<file path="src/rtl/seq_det_pkg.sv">
// Shared types and default widths for the serial pattern-detection controller.
package seq_det_pkg;

   typedef enum logic [1:0] {
      IDLE = 2'd0,
      RUN  = 2'd1,
      DONE = 2'd2
   } state_e;

   localparam int DEF_PAT_W = 4;
   localparam int DEF_LEN_W = 8;
   localparam int DEF_CNT_W = 8;

endpackage : seq_det_pkg

</file>
<file path="src/rtl/seq_shift_matcher.sv">
// Serial history shift register with a saturating bit count and pattern compare.
// hit is combinational and refers to the bit being shifted in this cycle.
module seq_shift_matcher
   import seq_det_pkg::*;
#(
   parameter int PAT_W = DEF_PAT_W
) (
   input  logic             clk,
   input  logic             reset,
   input  logic             clear,
   input  logic             shift_en,
   input  logic             bit_in,
   input  logic [PAT_W-1:0] pattern,
   output logic             hit
);

   localparam int SW = $clog2(PAT_W + 1);
   localparam logic [SW:0] PAT_LEN = (SW + 1)'(PAT_W);

   logic [PAT_W-1:0] history_q, history_d;
   logic [SW-1:0]    bits_seen_q, bits_seen_d;
   logic [SW:0]      seen_plus1;

   // Compare against the history as it will look after this bit, so a hit
   // can be registered on the same edge that shifts the bit in.
   assign seen_plus1 = {1'b0, bits_seen_q} + (SW + 1)'(1);

   always_comb begin
      history_d   = history_q;
      bits_seen_d = bits_seen_q;
      hit         = 1'b0;
      if (clear) begin
         history_d   = '0;
         bits_seen_d = '0;
      end else if (shift_en) begin
         history_d = {history_q[PAT_W-2:0], bit_in};
         if (seen_plus1 <= PAT_LEN) begin
            bits_seen_d = seen_plus1[SW-1:0];
         end
         hit = (seen_plus1 >= PAT_LEN) && (history_d == pattern);
      end
   end

   always_ff @(posedge clk) begin
      if (reset) begin
         history_q   <= '0;
         bits_seen_q <= '0;
      end else begin
         history_q   <= history_d;
         bits_seen_q <= bits_seen_d;
      end
   end

endmodule : seq_shift_matcher

</file>
<file path="src/rtl/seq_det_ctrl.sv">
// Windowed, counted serial pattern detector: latches a pattern and window
// length on start, counts overlapping hits over that many qualified bits.
module seq_det_ctrl
   import seq_det_pkg::*;
#(
   parameter int PAT_W = DEF_PAT_W,
   parameter int LEN_W = DEF_LEN_W,
   parameter int CNT_W = DEF_CNT_W
) (
   input  logic             clk,
   input  logic             reset,
   input  logic             start,
   input  logic [PAT_W-1:0] cfg_pattern,
   input  logic [LEN_W-1:0] cfg_len,
   input  logic             inp_valid,
   input  logic             inp,
   output logic             busy,
   output logic             match,
   output logic             done,
   output logic [CNT_W-1:0] hit_count,
   output logic             overflow
);

   state_e           state_q, state_d;
   logic [PAT_W-1:0] pattern_q, pattern_d;
   logic [LEN_W-1:0] remaining_q, remaining_d;
   logic [CNT_W-1:0] hit_count_q, hit_count_d;
   logic             overflow_q, overflow_d;
   logic             match_q, match_d;
   logic             start_acc;
   logic             shift_en;
   logic             hit;

   seq_shift_matcher #(
      .PAT_W (PAT_W)
   ) u_matcher (
      .clk      (clk),
      .reset    (reset),
      .clear    (start_acc),
      .shift_en (shift_en),
      .bit_in   (inp),
      .pattern  (pattern_q),
      .hit      (hit)
   );

   always_comb begin
      state_d     = state_q;
      pattern_d   = pattern_q;
      remaining_d = remaining_q;
      hit_count_d = hit_count_q;
      overflow_d  = overflow_q;
      match_d     = 1'b0;
      start_acc   = 1'b0;
      shift_en    = 1'b0;
      case (state_q)
         IDLE: begin
            if (start) begin
               start_acc   = 1'b1;
               pattern_d   = cfg_pattern;
               remaining_d = cfg_len;
               hit_count_d = '0;
               overflow_d  = 1'b0;
               state_d     = (cfg_len == '0) ? DONE : RUN;
            end
         end
         RUN: begin
            if (inp_valid) begin
               shift_en    = 1'b1;
               remaining_d = remaining_q - LEN_W'(1);
               if (hit) begin
                  match_d = 1'b1;
                  // Counter saturates; the sticky flag records the lost hits.
                  if (&hit_count_q) begin
                     overflow_d = 1'b1;
                  end else begin
                     hit_count_d = hit_count_q + CNT_W'(1);
                  end
               end
               if (remaining_q == LEN_W'(1)) begin
                  state_d = DONE;
               end
            end
         end
         DONE: begin
            state_d = IDLE;
         end
         default: begin
            state_d = IDLE;
         end
      endcase
   end

   always_ff @(posedge clk) begin
      if (reset) begin
         state_q     <= IDLE;
         pattern_q   <= '0;
         remaining_q <= '0;
         hit_count_q <= '0;
         overflow_q  <= 1'b0;
         match_q     <= 1'b0;
      end else begin
         state_q     <= state_d;
         pattern_q   <= pattern_d;
         remaining_q <= remaining_d;
         hit_count_q <= hit_count_d;
         overflow_q  <= overflow_d;
         match_q     <= match_d;
      end
   end

   assign busy      = (state_q == RUN) || (state_q == DONE);
   assign done      = (state_q == DONE);
   assign match     = match_q;
   assign hit_count = hit_count_q;
   assign overflow  = overflow_q;

endmodule : seq_det_ctrl

</file>
<file path="config.mk">
export PLATFORM = sky130hd
export DESIGN_NAME = seq_det_ctrl
export DESIGN_NICKNAME = d
export VERILOG_FILES = /design/src/rtl/seq_det_pkg.sv /design/src/rtl/seq_shift_matcher.sv /design/src/rtl/seq_det_ctrl.sv
export SDC_FILE = /design/constraint.sdc
export NUM_CORES = 1
export LEC_CHECK = 0
export ABC_AREA = 1
export BUFFER_PORTS_ARGS = -buffer_cell sky130_fd_sc_hd__buf_4
export CAP_MARGIN = 10
export CELL_PAD_IN_SITES_DETAIL_PLACEMENT = 1
export CELL_PAD_IN_SITES_GLOBAL_PLACEMENT = 1
export CORE_ASPECT_RATIO = 0.7
export CORE_MARGIN = 2
export CORE_UTILIZATION = 35
export CTS_CLUSTER_DIAMETER = 80
export DETAILED_ROUTE_END_ITERATION = 6
export MAX_ROUTING_LAYER = met4
export PLACE_DENSITY = 0.74
export SYNTH_ARGS = -nofsm -noshare
export SYNTH_HDL_FRONTEND = slang
export SYNTH_SLANG_ARGS = --single-unit
</file>
<file path="constraint.sdc">
create_clock -name clk -period 2.15 [get_ports clk]
set_input_delay 0.215 -clock clk [delete_from_list [all_inputs] [get_ports clk]]
set_output_delay 0.215 -clock clk [all_outputs]
set_load 0.01 [all_outputs]
</file>
# [After elaboration in Yosys (flattened, before gate mapping)]
# Cells that the tools add are included.
[op_classes] n_addsub=3 n_lt_le_gt_ge=2 eq_ne=10 mux=25 n_bitwise=2 reduce_logical=14
[op_table] operator="8-bit 2-to-1 mux" count=6
[op_table] operator="8-bit case mux with 2 select lines" count=2
[op_table] operator="2-bit != test, second input constant" count=6
[op_table] operator="1-bit 2-to-1 mux" count=11
[op_table] operator="5-bit AND reduction" count=2
[op_table] operator="8-bit by 1-bit adder with 8-bit output, second input constant" count=1
[op_table] operator="8-bit by 1-bit equality test with 1-bit output, second input constant" count=1
[op_table] operator="8-bit zero test" count=1
[op_table] operator="2-bit 2-to-1 mux" count=4
[op_table] operator="8-bit AND reduction" count=1
[op_table] operator="8-bit by 1-bit subtractor with 8-bit output, second input constant" count=1
[op_table] operator="3-bit AND reduction" count=2
[op_table] operator="3-bit by 1-bit adder with 4-bit output, second input constant" count=1
[op_table] operator="4-bit equality test" count=1
[op_table] operator="4-bit by 3-bit greater-or-equal comparator with 1-bit output, second input constant" count=1
[op_table] operator="4-bit by 3-bit <= comparator with 1-bit output, second input constant" count=1
[op_table] operator="2-bit case mux with 2 select lines" count=1
[op_table] operator="2-bit AND reduction" count=2
[op_table] operator="3-bit OR reduction" count=1
[op_table] operator="2-bit by 1-bit equality test with 1-bit output, second input constant" count=1
[op_table] operator="2-bit equality test, second input constant" count=1
[op_table] operator="2-bit zero test" count=1
[op_table] operator="1-bit NOT" count=2
[op_table] operator="1-bit case mux with 2 select lines" count=1
[op_table] operator="other kinds (4)" count=4
[word_totals] ff_bits=30 elab_cells=64

# [Depth between registers and ports, before layout]
[depth] word_depth=8 mapped_depth=12

# [Hierarchy]
# Synthesis repeated with hierarchy kept, for this count alone.
[unflattened] cells_unflattened=289 hier_area_um2=1895.6
[modules_own_cells] module="seq_det_ctrl" n_inst=1 cells_each=230 area_each_um2=1517.7 seq_area_each_um2=480.5
[modules_own_cells] module="seq_shift_matcher" n_inst=1 cells_each=59 area_each_um2=377.9 seq_area_each_um2=120.1

# [Least setup slack after synthesis]
# Ideal clock, no wire load.
[synth_path] path_type="register to register" start="reg state_q[0]" end="reg hit_count_q[2] (netlist: hit_count[2])" setup_time_ns=0.122 arrival_time_ns=1.460 setup_slack_ns=0.567 stages_incl_launch_ff=13 path_buffers=0 synth_period_minus_slack_ns=1.583 cell_sequence="dfxtp_1 inv_1 ha_1 nand2_1 inv_1 nor2_1 nand2_1 nor2_1 nand2_1 nand2_2 nand2_4 nand3_1 o21ai_0"
[synth_via] elab_chain_len=6 elab_cells_between_ends=13 classes_between="eq/ne: 5; mux: 5; reduce/logical: 3"
[synth_lines] item="start, declared" line_no="seq_det_ctrl.sv:24" rtl="state_e state_q, state_d;"
[synth_lines] item="start signal, assigned" line_no="seq_det_ctrl.sv:102" rtl="state_q <= state_d;"
[synth_lines] item="2-bit by 1-bit equality test with 1-bit output" line_no="seq_det_ctrl.sv:55" rtl="case (state_q)"
[synth_lines] item="1-bit 2-to-1 mux" line_no="seq_det_ctrl.sv:55"
[synth_lines] item="1-bit 2-to-1 mux" line_no="seq_shift_matcher.sv:35" rtl="end else if (shift_en) begin"
[synth_lines] item="1-bit 2-to-1 mux" line_no="seq_shift_matcher.sv:32" rtl="if (clear) begin"
[synth_lines] item="2-bit != test (no line)"
[synth_lines] item="5-bit AND reduction (no line)"
[synth_lines] item="end signal, assigned" line_no="seq_det_ctrl.sv:105" rtl="hit_count_q <= hit_count_d;"
[synth_lines] item="end, declared" line_no="seq_det_ctrl.sv:27" rtl="logic [CNT_W-1:0] hit_count_q, hit_count_d;"
# Parallel ways exist; a longest one is shown, timed or not.
# A chain may end at the register's enable or synchronous reset.

# [Worst setup path in the final report]
[layout_path] start="reg state_q[0]" end="reg hit_count_q[3] (netlist: hit_count[3])"
# The elaborated chain is that of the path after synthesis.

==> flow_metrics.tcl <==
set metrics [dict create \
    p_sw_share_pct 44.42 \
    combPwrFrac_pct 51.4 \
    worst_pin_slew_ps 433.9 \
    hold_start "cfg_pattern[0]" \
    period_share_pct 86.23 \
    path_common_cell "nand2_1" \
    multi_input_area_um2 960.9 \
    io_pins 29 \
    cts_tree "done" \
    areaGrowthSynthToFinish_pct 22.45 \
    start_util_pct 36.37 \
    gp_congestion 0.7743 \
    endpoint_kind "register" \
    firstDrtPassIters 4 \
    critical_path_class "register to register" \
    synth_top_family_by_area "simple AND/OR/NAND/NOR gates" \
    synth.area.top_cells "dfxtp_1 35%, nand2_1 11%, inv_1 8.4%" \
    grt_max_degree 15 \
    ant_nets 0 \
    cts-htree-levels 2 \
    hold_class "input port to register" \
    pwr-share-clk_pct 18.9 \
    fin_crit_ps 1854 \
    drt-total-wl_um 4602 \
    outcome "completed" \
    holdBufCountCts 0 \
    synth_ff_type "dfxtp_1" \
    hpwl_um 3591 \
    syn-num-nets 289 \
    antenna_found_initial 0 \
    clock_sinks 30 \
    cap_violations 0 \
    cts_made_buffers 5 \
    rsz0062_at_grt "no" \
    synth_fa_ha_area_share_pct 5.036 \
    r2r-start "state_q[0]" \
    yosysMostFrequentCell "nand2_1" \
    slew_violations 0 \
    switching_power_w 0.001138 \
    synth_area_leader_cell "dfxtp_1" \
    track_usage_pct 18.62 \
    die_w_um 88.26 \
    post_synth_and_or_nand_nor_area_fraction_pct 31.58 \
    synth_warnings 0 \
    slowest_stage "dfxtp_1" \
    synth_top_area_share_pct 34.53 \
    ys_types 26 \
    ir_drop_v 0.0006418 \
    async_flop_share_pct 0 \
    finalHoldViolations 0 \
    num_rows 21 \
    startpoint "state_q[0]" \
    cts.path.max_buffers 2 \
    path_clk_slew_ps 70 \
    die_area_um2 5558 \
    antennaDiodeCount 0 \
    fin_util_pct 44.53 \
    post_cts_buffers 0 \
    setup_ws_ps 296.1 \
    synthXorXnorAreaFrac_pct 3.525 \
    grt-ovfl-total 0 \
    cp_cell_sequence "inv_1 > ha_1 > nand2_1 > inv_1 > nor2_1 > nand2_1 > nor2_1 > nand2_1 > nand2_2 > nand3_1 > o21ai_1" \
    max_freq_ghz 0.5394 \
    r2r_slack_ps 300 \
    seq_area_um2 600.6 \
    clock_latency_ps 290 \
    post_synth.cell_area_avg_um2 6.563 \
    syn_inst 265 \
    fin_skew_ps 6.047 \
    slew_headroom_pct 71.04 \
    place_ws_ps 251.3 \
    nets 322 \
    p_seq_share_pct 29.7 \
    max_stage_delay_ps 350 \
    cp.required_ps 2370 \
    synth-edff-count 0 \
    critPathLaunchType "register" \
    portBuffers 28 \
    synth_compound_area_share_pct 15.11 \
    cts_root_buffer "clkbuf_8" \
    synthMuxAreaShare_pct 0 \
    worstPathArrival_ps 2070 \
    p_int_w 0.001424 \
    vias 1737 \
    synth_area_um2 1739 \
    fillers 662 \
    setup_tns_ps 0 \
    cts_resized 0 \
    ys_ff_latch 30 \
    drt_drc_violations_left 0 \
    drive_gt1_share_pct 16.72 \
    p_per_area_nw_per_um2 1203 \
    setup_viol 0 \
    leakage_nw 0.9432 \
    path_max_fanout 7 \
    core_um2 4782 \
    drtIter0Drc 86 \
    synth_top_cells_by_count "50 x nand2_1, 39 x inv_1, 33 x nor2_1" \
    die_h_um 62.98 \
    route.detailed.wl_per_inst_um 12.51 \
    grt_pass1_wl_um 7748 \
    viasPerCell 4.720 \
    ys_seq_area_share_pct 34.53 \
    grt_pass1_vias 1692 \
]
-- power by group through the flow --
stage	Clock, W	Combinational [W]	Sequential (W)
global route	0.000517	0.00151	0.000778
CTS	0.000499	0.00133	0.000763
floorplan	0	0.00100	0.000752
detailed placement	0	0.00133	0.000776
finish	0.000485	0.00132	0.000761
global placement	0	0.00129	0.000769
-- worst max-delay path, delay by kind of cell, from the launching register on --
| family | cells | cell delay, ps |
|---|---|---|
| buffers and inverters | 2 | 190 |
| AOI/OAI and AO/OA | 1 | 160 |
| adders and majority gates | 1 | 240 |
| DFF | 1 | 350 |
| and+or+nand+nor | 7 | 850 |
-- placed cells by master (no fill, tap or decap), types with 3 or more instances in the layout --
master,synthesis,layout
a21oi_1,24,24
inv_2,3,3
o21ai_1,3,3
xnor2_1,3,3
o21ai_0,21,21
nand2_1,50,50
clkbuf_8,0,6
inv_1,39,39
nor2_1,33,33
nand3_1,26,26
nand4_1,3,3
xor2_1,4,4
buf_4,0,31
dfxtp_1,30,30
ha_1,7,7
or2_2,3,3
-- path summary, 6_finish.rpt --
check,end,cells past startpoint
max,hit_count[3],11
max reg2reg,hit_count[3],11
min,pattern_q[0],3
min reg2reg,overflow,2
-- layer usage --
metal	up-vias	global-route usage (%)	share of wire [%]
met1	790	25.56	52
met2	27	26.79	42
met3	8	3.963	3.6
li1	912	-	-
met4	0	6.818	1.7
met5	-	-	0
-- logic make-up (layout without fill, tap and decap cells) --
group                    Yosys count  after routing
flip-flops                        30             30
AO/OA/AOI/OAI                     51             51
XOR/XNOR                           7              7
buffers and inverters             47             81
adder cells (fa/ha/maj)            7              7
AND/OR/NAND/NOR                  123            123
-- stage by stage --
step	power (W)	hold slack [ps]	std cells	instance area, um2
after floorplan	0.001752	362.2	265	1739
after global placement	0.002063	455.9	360	2038
after detailed placement	0.002102	458.7	360	2038
after CTS	0.002593	194.2	368	2130
after global routing	0.002810	203.1	368	2130
final	0.002561	189.1	368	2130
-- final cells by class --
cell class	instances	share of cell area [%]
repair buffers	31	10.93
clock buffers	7	4.054
multi-input cells	188	45.12
clock inverters	1	0.2350
well taps	69	4.054
flip-flops and latches	30	28.20
inverters	42	7.403
-- sequential cells by signal, indices dropped and copies added (netlist names) --
name and cells:
pattern_q 4, match 1, state_q 2, remaining_q 8, u_matcher.bits_seen_q 3, u_matcher.history_q 3
hit_count 8, overflow 1
No activity file was read; power rests on OpenSTA's default activity.
